<file path="config.mk">
export PLATFORM = sky130hd
export DESIGN_NAME = instr_fetch_unit
export DESIGN_NICKNAME = d
export VERILOG_FILES = /design/src/rtl/instr_fetch_unit.sv
export SDC_FILE = /design/constraint.sdc
export NUM_CORES = 1
export LEC_CHECK = 0
export CORE_ASPECT_RATIO = 1.2
export CORE_UTILIZATION = 26
export DETAILED_ROUTE_END_ITERATION = 8
export SYNTH_ARGS = -nofsm -noshare
export SYNTH_HDL_FRONTEND = slang
export SYNTH_SLANG_ARGS = --single-unit
</file>
<file path="constraint.sdc">
create_clock -name clk -period 10.38 [get_ports clk]
set_clock_uncertainty 0.1 [all_clocks]
set_input_delay 2.076 -clock clk [delete_from_list [all_inputs] [get_ports clk]]
set_output_delay 2.076 -clock clk [all_outputs]
set_load 0.02 [all_outputs]
</file>
<file path="src/rtl/instr_fetch_unit.sv">
// ---------------------------------------------------------------------------
// instr_fetch_unit
//
// Fetch stage feeding the instruction decode bank. Owns the program counter,
// issues single-outstanding req/ack reads to instruction memory, buffers the
// returned words in a small prefetch FIFO and presents the FIFO head to decode
// with a valid/stall handshake. A branch redirect flushes the FIFO and any
// read already on the bus is completed and its data discarded.
//
// Ports:
//   clk             rising-edge clock
//   reset           synchronous, active-low reset
//   stall           decode not ready; head entry held while high
//   branch_valid    redirect request this cycle
//   branch_target   redirect address
//   mem_req         read request to instruction memory (registered)
//   mem_addr        read address, held stable until mem_ack (registered)
//   mem_ack         memory returns mem_rdata this cycle (may be same cycle)
//   mem_rdata       instruction word, valid with mem_ack
//   instr_valid     instruction_out / pc_count hold a valid entry
//   instruction_out FIFO head instruction
//   pc_count        address the head instruction was fetched from
// ---------------------------------------------------------------------------
module instr_fetch_unit #(
  parameter int              PC_W     = 8,
  parameter int              DATA_W   = 32,
  parameter int              DEPTH    = 2,
  parameter logic [PC_W-1:0] RESET_PC = '0
) (
  input  logic              clk,
  input  logic              reset,
  input  logic              stall,
  input  logic              branch_valid,
  input  logic [PC_W-1:0]   branch_target,
  output logic              mem_req,
  output logic [PC_W-1:0]   mem_addr,
  input  logic              mem_ack,
  input  logic [DATA_W-1:0] mem_rdata,
  output logic              instr_valid,
  output logic [DATA_W-1:0] instruction_out,
  output logic [PC_W-1:0]   pc_count
);

  localparam int AW = (DEPTH > 1) ? $clog2(DEPTH) : 1;
  localparam int CW = $clog2(DEPTH) + 1;

  typedef enum logic [1:0] {
    IDLE,
    REQ,
    DROP
  } state_t;

  state_t            state;
  logic [PC_W-1:0]   fetch_pc;
  logic [DATA_W-1:0] fifo_instr [DEPTH];
  logic [PC_W-1:0]   fifo_pc    [DEPTH];
  logic [AW-1:0]     rd_ptr;
  logic [AW-1:0]     wr_ptr;
  logic [CW-1:0]     count;

  logic              flush;
  logic              pop;
  logic              push;
  logic [CW-1:0]     free;
  logic [CW-1:0]     next_count;
  logic [AW-1:0]     next_rd;
  logic              head_is_new;

  // A branch flushes the FIFO and wins over a pop in the same cycle. Data
  // is only pushed for a live (non-abandoned) request that is not being
  // redirected this cycle.
  always_comb begin
    flush       = branch_valid;
    pop         = instr_valid && !stall && !branch_valid;
    push        = (state == REQ) && mem_ack && !branch_valid;
    free        = CW'(DEPTH) - count + CW'(pop);
    next_count  = count - CW'(pop) + CW'(push);
    next_rd     = rd_ptr + AW'(pop);
    // After the pop the FIFO is empty, so a pushed word becomes the head
    // directly and must be bypassed into the output registers.
    head_is_new = ((count - CW'(pop)) == '0);
  end

  always_ff @(posedge clk) begin
    if (!reset) begin
      state           <= IDLE;
      fetch_pc        <= RESET_PC;
      count           <= '0;
      rd_ptr          <= '0;
      wr_ptr          <= '0;
      mem_req         <= 1'b0;
      mem_addr        <= RESET_PC;
      instr_valid     <= 1'b0;
      instruction_out <= '0;
      pc_count        <= '0;
    end else begin
      if (flush) begin
        count  <= '0;
        rd_ptr <= '0;
        wr_ptr <= '0;
      end else begin
        if (push) begin
          fifo_instr[wr_ptr] <= mem_rdata;
          fifo_pc[wr_ptr]    <= fetch_pc;
          wr_ptr             <= wr_ptr + AW'(1);
        end
        rd_ptr <= next_rd;
        count  <= next_count;
      end

      // Output registers track the FIFO head as it will be after this edge;
      // data is left untouched when the FIFO goes empty.
      if (flush || (next_count == '0)) begin
        instr_valid <= 1'b0;
      end else begin
        instr_valid <= 1'b1;
        if (head_is_new) begin
          instruction_out <= mem_rdata;
          pc_count        <= fetch_pc;
        end else begin
          instruction_out <= fifo_instr[next_rd];
          pc_count        <= fifo_pc[next_rd];
        end
      end

      case (state)
        IDLE: begin
          if (branch_valid) begin
            fetch_pc <= branch_target;
            mem_addr <= branch_target;
            mem_req  <= 1'b1;
            state    <= REQ;
          end else if (free != '0) begin
            mem_addr <= fetch_pc;
            mem_req  <= 1'b1;
            state    <= REQ;
          end
        end

        REQ: begin
          if (mem_ack && !branch_valid) begin
            fetch_pc <= fetch_pc + PC_W'(1);
            mem_addr <= fetch_pc + PC_W'(1);
            // Only keep requesting if a slot is still guaranteed after
            // this push, so the FIFO can never overflow.
            if (free <= CW'(1)) begin
              mem_req <= 1'b0;
              state   <= IDLE;
            end
          end else if (mem_ack && branch_valid) begin
            fetch_pc <= branch_target;
            mem_addr <= branch_target;
          end else if (branch_valid) begin
            // The request already on the bus must complete at its original
            // address; its data is thrown away in DROP.
            fetch_pc <= branch_target;
            state    <= DROP;
          end
        end

        DROP: begin
          if (mem_ack) begin
            fetch_pc <= branch_valid ? branch_target : fetch_pc;
            mem_addr <= branch_valid ? branch_target : fetch_pc;
            state    <= REQ;
          end else if (branch_valid) begin
            fetch_pc <= branch_target;
          end
        end

        default: begin
          mem_req <= 1'b0;
          state   <= IDLE;
        end
      endcase
    end
  end

endmodule

</file>
==> results of run 1 <==
## state kept, by name, summed over array words and instances (netlist names)
| register | flops |
|---|---|
| count | 2 |
| fetch_pc | 8 |
| fifo_instr | 64 |
| fifo_pc | 16 |
| instr_valid | 1 |
| instruction_out | 32 |
| mem_addr | 8 |
| mem_req | 1 |
| pc_count | 8 |
| rd_ptr | 1 |
| state | 2 |
| wr_ptr | 1 |
## synth_stat cells (all sizes together), types with 4 or more instances
cell type,number
buf,11
xnor2,5
nor3,6
ha,4
dfxtp,64
a21oi,20
edfxtp,80
inv,19
a221oi,32
a211oi,4
nor2,48
o21ai,17
clkbuf,25
mux2i,42
nand3,9
o41ai,8
a22oi,15
nand2,53
a311oi,5
## how the worst max path moves through the flow
stage | from | endpoint | depth (start not counted)
floorplan | reset | fifo_instr[0][0]$_DFFE_PP_ | 4
global placement | branch_valid | pc_count[2]$_SDFFE_PN0P_ | 10
detailed placement | branch_valid | pc_count[0]$_SDFFE_PN0P_ | 10
CTS | branch_valid | instruction_out[3]$_SDFFE_PN0P_ | 10
global route | mem_ack | instruction_out[2]$_SDFFE_PN0P_ | 9
finish | branch_valid | pc_count[0]$_SDFFE_PN0P_ | 10
## through the flow
| step | cell area [µm²] | hold WS (ns) | instances | util [%] |
|---|---|---|---|---|
| 2_1_floorplan | 6000 | 0.324 | 511 | - |
| 3_3_place_gp | 7190 | 0.361 | 855 | 31.9 |
| 3_5_place_dp | 7190 | 0.366 | 855 | 31.9 |
| 4_1_cts | 7780 | 0.374 | 887 | 34.6 |
| 5_1_grt | 7780 | 0.395 | 887 | 34.6 |
| 6_report | 7780 | 0.370 | 887 | 34.6 |
## routing by layer
metal  up-vias  share of wire, %  global-route usage (%)
met5         -                 0                       0
met4         0               1.0                    4.63
met3        12               4.1                    3.53
met2       117                50                    22.2
met1      2089                45                    16.0
li1       2099                 -                       -
## report_power, final
part | switching (mW) | leakage (nW) | internal, mW
Combinational | 0.0721 | 1.45 | 0.0655
Clock | 0.233 | 0.284 | 0.367
Sequential | 0.0191 | 1.25 | 0.624
## area by class of cell
| class | count | area, µm² | share of cell area, % |
|---|---|---|---|
| inverters | 21 | 78.8 | 1.01 |
| well taps | 279 | 349 | 4.49 |
| repair buffers | 101 | 988 | 12.7 |
| clock buffers | 20 | 457 | 5.87 |
| clock inverters | 12 | 133 | 1.70 |
| multi-input cells | 310 | 2090 | 26.9 |
| flip-flops and latches | 144 | 3680 | 47.3 |
## critical path: cells and delay by family
kind | cells | cell delay [ns]
buffers and inverters | 4 | 1.43
and+or+nand+nor | 4 | 1.57
adders and majority gates | 1 | 0.46
AOI/OAI and AO/OA | 1 | 0.21
## logic make-up after synthesis
kind of cell	Yosys count
AO/OA/AOI/OAI	120
XOR/XNOR	7
adder cells (fa/ha/maj)	5
buffers and inverters	57
flip-flops	144
multiplexers	43
AND/OR/NAND/NOR	135
==> metrics list, run 1 <==
* Die Y: 168 µm
- The number of different library cells used by synthesis comes to 57.
- Synth Flop Type: sky130_fd_sc_hd__edfxtp_1
* List of cells traversed by the critical path: clkdlybuf4s50_1, buf_4, nand4bb_1, clkinv_1, ha_1, nor2_1, or3_1, buf_4, nor2_1, a221oi_1
- Tightest Hold Check Type: register to register
- H-tree levels: 4
- Pin count of the biggest net entering global routing: 54
* Path depth of the worst reg2reg path: 8
- In this run the worst path has a maximum fanout of 28.
- Yosys attributes the largest share of cell area to sky130_fd_sc_hd__edfxtp_1, sky130_fd_sc_hd__dfxtp_1, sky130_fd_sc_hd__mux2i_1.
* PD cells: 177 nW/µm²
- The repair_antennas step left the layout with diodes totalling 0.
- Clock buffer depth: 2
- Design Power: 1.38 mW
- At the end of routability-driven placement, the weighted congestion stood at 0.822.
- The startpoint identified for the worst register-to-register timing path is state[1]$_SDFFE_PN0P_.
- The worst hold path was traced through 2 stages.
- Post-synth top area cell: sky130_fd_sc_hd__edfxtp_1
- Sequential elements use 61.4% of the synthesized area.
- Total wire length: 14700 µm
- Net Count, Synth: 560
* Reg2reg end: pc_count[0]$_SDFFE_PN0P_
- Count of pins over their slew limit: 0
* Die area: 23700 µm²
* Quantity of gates resized following cts: 0
- Tot GR Track Use: between 10% and 20%
* Final hold vios: 0
- The first global-routing pass estimated ~24000 µm of wire.
- FP Rows: 60
- Number of standard cells after synthesis: about 510
- The worst setup path is launched from an input port.
- Post-synthesis adder-cell area fraction: under 10%
* Post-place setup slack: about 4.4 ns
- At the worst endpoint, the arrival time is 5.77 ns.
- Setup repair after global routing left no endpoint under its margin.
- Number of primary I/O pins: 95
* Fraction of the mapped netlist area in simple logic gates: 10.1%
- Dpl hpwl: 9420 µm
- Worst hold start: mem_addr[2]$_SDFFE_PN0P_
- CTS hold repair buffers: 0
* Synthesis-stage register bit count: 144
* Compound-Gate Fraction of Synth Area: 14.7%
- During placement, the flow inserted port buffers numbering between 90 and 100.
- VDD sags by at most 0.104 mV.
- Post-route antenna net violation count: 0
* Initial standard-cell utilization of the core: 26.6%
- Post-CTS timing repair inserted 0 buffers for setup.
- Area Overhead vs Synth: 29.7%
* Mean instance size in the synthesized netlist: 11.7 µm²
* Most common cell after layout, fill and taps aside: sky130_fd_sc_hd__clkdlybuf4s50_1
- Number of buffers inserted during clock tree synthesis: 17
- The number of antenna violations at the first check in global routing was 0.
* Yosys synthesis warning count: 0
* Mean number of vias per cell: 4.87
- After layout, the minimum clock period comes to 5.55 ns.
- For this run, the post-layout net count is about 640.
- After synthesis, the largest family of logic cells by area is compound AO/OA/AOI/OAI gates.
* Most frequent cells in the layout: sky130_fd_sc_hd__clkdlybuf4s50_1, sky130_fd_sc_hd__edfxtp_1, sky130_fd_sc_hd__dfxtp_1, sky130_fd_sc_hd__nand2_1, sky130_fd_sc_hd__nor2_1
* PnR worst setup slack: 4.83 ns
- The synthesized netlist occupies a cell area of 6000 µm².
- Fraction of synthesized area in multiplexers: between 7 and 8%
- Setup violations remaining at the end of the flow were counted as 0.
* Worst slew slack as a fraction of its limit: 27.5%
* Number of DRC markers after the initial detailed-route iteration: 296
- Count of vias placed by the detailed router: around 4300
* Drt first pass iters: 5
- Number of remaining DRC errors: 0
- Number of global-route vias before repair: between 4000 and 5000
- The worst hold path terminates at mem_addr[2]$_SDFFE_PN0P_.
- Die Span X: around 140 µm
* TritonCTS sink count: 144
- Total global routing overflow: 0
- The synthesized netlist devotes ~1.4% of its cell area to XOR and XNOR gates.
* Buffer type at the clock tree root: sky130_fd_sc_hd__clkbuf_16
- CTS tree: done
- The final critical path takes up 53.5% of the cycle.
* Routed len/inst: 16.6 µm
- The synthesized design contains 80 enable-type register cells.
- Ratio of cells with drive above 1 in the final layout: 7.57%
* Area share of the largest cell type after synthesis: 40.0%
* Final sum of negative setup slack: 0 ns
- Critical Path Max Stage Delay: 0.59 ns
- Fill cells in the final layout number approximately 2200.
- WS Path Type: input port to register
- Share of flip-flops with an asynchronous set or reset: 0%
* Worst Path Required: around 11 ns
- The worst setup path is captured at a register.
- At the pin with the least slew margin, the transition time is 1.09 ns.
- The clock reaches the later pin of the worst-skew pair after 0.42 ns.
- Leak: approximately 3.0 nW
* Outcome: complete, no violations
- Static timing analysis puts the maximum clock frequency at 180 MHz.
- After clock tree synthesis, the clock-pin slew on the worst setup and hold paths is 0.06 ns.
- Max cap viols: 0
- Placeable core area: 22500 µm²
- The largest individual stage delay along the critical path comes from the cell sky130_fd_sc_hd__or3_1.
- The setup check on the worst reg-to-reg path leaves a slack of 6.66 ns.
(Power assumes the default switching activity.)
==> inputs of run 2 (changes only) <==
==> constraint.sdc (replaced) <==
create_clock -name clk -period 4.9 [get_ports clk]
set_clock_uncertainty 0.1 [all_clocks]
set_input_delay 0.98 -clock clk [delete_from_list [all_inputs] [get_ports clk]]
set_output_delay 0.98 -clock clk [all_outputs]
set_load 0.02 [all_outputs]
==> run 2 against run 1 <==
Largest cell class unchanged. Global-route usage fell by 0.24 points. First-iteration DRC count increased by 11%. Highest routed layer unchanged. Sequential cell count unchanged. Critical path depth down 1. Count of clock-buffer cells in the layout is 1 lower. Sequential power is 110% higher. Clock power up 110%. Hold slack lost 0.0027 ns. Critical path type unchanged. Via count rose by 0.86%.
==> metrics list, run 2 (synthesis gave the netlist of run 1 again) <==
- Fraction of power spent switching nets: 23.8% (+0.27 points)
* Quantity of gates resized following cts: 0 (unchanged)
- The via count of the first global-routing pass came to 4260 (-2.0%).
* Register area: 3680 µm² (unchanged)
* Post-route antenna net violation count: 0 (unchanged)
- Worst slew slack as a fraction of its limit: 34.1% (+6.6 points)
- The number of rows in the core area was 60 (unchanged).
- TritonCTS built the clock tree.
* Net switching power: 693 µW (+110%)
- Die area: 23700 µm² (unchanged)
- In this run the most critical hold path is launched from instruction_out[11]$_SDFFE_PN0P_.
* Final-layout worst hold slack: 0.368 ns (-0.00270 ns)
* Antenna violations before repair: 0 (unchanged)
- Final layout net count: 648 (+0.62%)
* Most common cell after layout, fill and taps aside: sky130_fd_sc_hd__clkdlybuf4s50_1
* Worst-case hold path end point: instruction_out[11]$_SDFFE_PN0P_
* Count of vias placed by the detailed router: 4354 (+0.86%)
- Tot GR Track Use: 12.9% (-0.24 points)
* Path depth of the worst reg2reg path: 7 (-1)
- The max-cap check violation count was 0 (unchanged).
- The most critical setup path has its startpoint at branch_valid.
- Pin count of the biggest net entering global routing: 41 (-24%)
* Reg-to-reg setup timing slack: 1.98 ns (-4.68 ns)
- Peak supply drop: 0.173 mV (+67%)
- The count of pins over their slew limit was 0 (unchanged).
* Register ranked first by flip-flop count: fifo_instr
- Min Clock Period, post-route: 3.67 ns
- In the finished design, the share of the clock period the worst path needs comes to 75.0%.
- The post-DP HPWL was 9240 µm (-1.9%).
- Placeable core area: 22500 µm² (unchanged)
- CTS placed an instance of sky130_fd_sc_hd__clkbuf_16 at the clock tree root.
- Drt first pass iters: 4 (-1)
- The aggregate routed wire length is 14700 µm (-0.57%).
- The total power consumption of the routed design came to 2.92 mW (+110%).
* WS Path Type: input port to register
* Flip-flop count of the largest register after layout: 64 (unchanged)
- Routed len/inst: 16.5 µm (-1.0%)
- Hold path depth: 2 (unchanged)
* Mean number of vias per cell: 4.89 (+0.40%)
- Final sum of negative setup slack: 0 ns (unchanged)
- The horizontal die dimension was 141 µm (unchanged).
- Area Overhead vs Synth: 30.4%
- The total clock buffers created by CTS is 17 (unchanged).
- Worst Setup End Kind: register
- The clock tree buffer depth was 2 (unchanged).
- The total grt overflow came to 0 (unchanged).
* Number of primary I/O pins: 95 (unchanged)
- Portion of total power attributed to the clock network: 43.3% (-0.2 points)
- The detailed router's first-iteration violation count was 328 (+11%).
- Filler Cells Inserted: 2262 (+0.67%)
- The largest fanout of any net on the critical path is 27 (-3.6%).
- Outcome: complete, no violations
- Tightest Hold Check Type: register to register
- The power density over cell area came to 373 nW/µm² (+110%).
- H-tree levels: 4 (unchanged)
- The number of diodes came to 0 (unchanged).
- Worst slew pin tran: 0.981 ns (-0.106 ns)
- The startpoint identified for the worst register-to-register timing path is state[1]$_SDFFE_PN0P_.
* Fmax achieved: ~270 MHz
* Clock input transition at the sequential cells of the worst setup and hold paths: 0.06 ns (about the same)
* Number of remaining DRC errors: 0 (unchanged)
- The top cell types in the final layout, fill and taps aside, are sky130_fd_sc_hd__clkdlybuf4s50_1, sky130_fd_sc_hd__edfxtp_1, sky130_fd_sc_hd__dfxtp_1, sky130_fd_sc_hd__nand2_1, sky130_fd_sc_hd__nor2_1.
- Worst skew pair latency: 0.42 ns (about the same)
* Reg2reg end: instruction_out[28]$_SDFFE_PN0P_
- Internal power: 2.22 mW (+110%)
* Number of port buffers: 94 (unchanged)
* Setup Fix Bufs, Post-CTS: 0 (unchanged)
* Final hold vios: 0 (unchanged)
- The setup violation total in the final timing report was 0 (unchanged).
- The fraction of layout cells with a size suffix above 1 was 8.17% (+0.60 points).
- CTS hold repair buffers: 0 (unchanged)
- The initial standard-cell utilization of the core was 26.6% (unchanged).
- First-pass GRT wire length: 23200 µm (-2.0%)
- Sequential share of power: 46.6% (about the same)
- The worst endpoint required time came to 5.14 ns (-5.46 ns).
* Type of origin of the critical path: input port
- Routability Congestion: 0.799 (-2.8%)
* Registers with the most flip-flops: fifo_instr: 64 flops, instruction_out: 32 flops, fifo_pc: 16 flops
- Unrepaired setup endpoints after global routing: no
- The area taken by multi-input logic gates was 2100 µm² (+0.30%).
* Comb power frac: 10.1% (about the same)
* Leak: 2.99 nW (+0.26%)
- The die boundary height is 168 µm (unchanged).
* Arrival time reported for the critical path endpoint: 3.91 ns (-1.86 ns)
- TritonCTS sink count: 144 (unchanged)
[run 2: layout make-up]
cell class | instances | share of cell area (%)
clock buffer | 19 | 5.66
clock inverter | 13 | 1.76
inverter | 21 | 1.01
multi-input combinational | 310 | 26.8
sequential | 144 | 47.1
tap | 279 | 4.46
timing repair buffer | 105 | 13.2
[run 2: worst max path at each step]
stage / to / cells after the start / slack (ns)
2_1_floorplan: fifo_instr[0][0]$_DFFE_PP_ / 4 / 1.22
3_3_place_gp: instruction_out[30]$_SDFFE_PN0P_ / 9 / 0.88
3_5_place_dp: instruction_out[24]$_SDFFE_PN0P_ / 9 / 0.80
4_1_cts: instruction_out[28]$_SDFFE_PN0P_ / 9 / 1.25
5_1_grt: pc_count[6]$_SDFFE_PN0P_ / 11 / 1.04
6_report: instruction_out[28]$_SDFFE_PN0P_ / 9 / 1.23
[run 2: per-layer routing]
layer  track usage, %  vias up  share of wire [%]
met3             3.81       20                5.0
met2             21.2      126                 48
li1                 -     2109                  -
met5                0        -                  0
met1             15.9     2099                 45
met4             4.58        0                1.3
[run 2: stage by stage]
stage | utilization (%) | setup WS, ns | cells | cell area, µm²
floorplan | - | 1.22 | 511 | 6000
global placement | 32.2 | 0.882 | 859 | 7240
detailed placement | 32.2 | 0.797 | 859 | 7240
CTS | 34.7 | 1.25 | 891 | 7820
global route | 34.7 | 1.04 | 891 | 7820
finish | 34.7 | 1.23 | 891 | 7820
[run 2: power by group through the flow]
stage / Sequential, mW / Clock, mW / Combinational [mW]
floorplan: 1.41 / 0 / 0.124
global placement: 1.38 / 0 / 0.294
detailed placement: 1.39 / 0 / 0.295
CTS: 1.36 / 1.29 / 0.296
global route: 1.37 / 1.34 / 0.318
finish: 1.36 / 1.26 / 0.294
[run 2: worst max-delay path: stages]
cell and delay [ns]:
sky130_fd_sc_hd__clkdlybuf4s50_1 0.49, sky130_fd_sc_hd__buf_4 0.30, sky130_fd_sc_hd__nand4bb_1 0.20, sky130_fd_sc_hd__clkinv_1 0.26, sky130_fd_sc_hd__ha_1 0.32, sky130_fd_sc_hd__xor3_1 0.26, sky130_fd_sc_hd__nor3_1 0.78, sky130_fd_sc_hd__a22oi_1 0.20
sky130_fd_sc_hd__o21ai_0 0.12
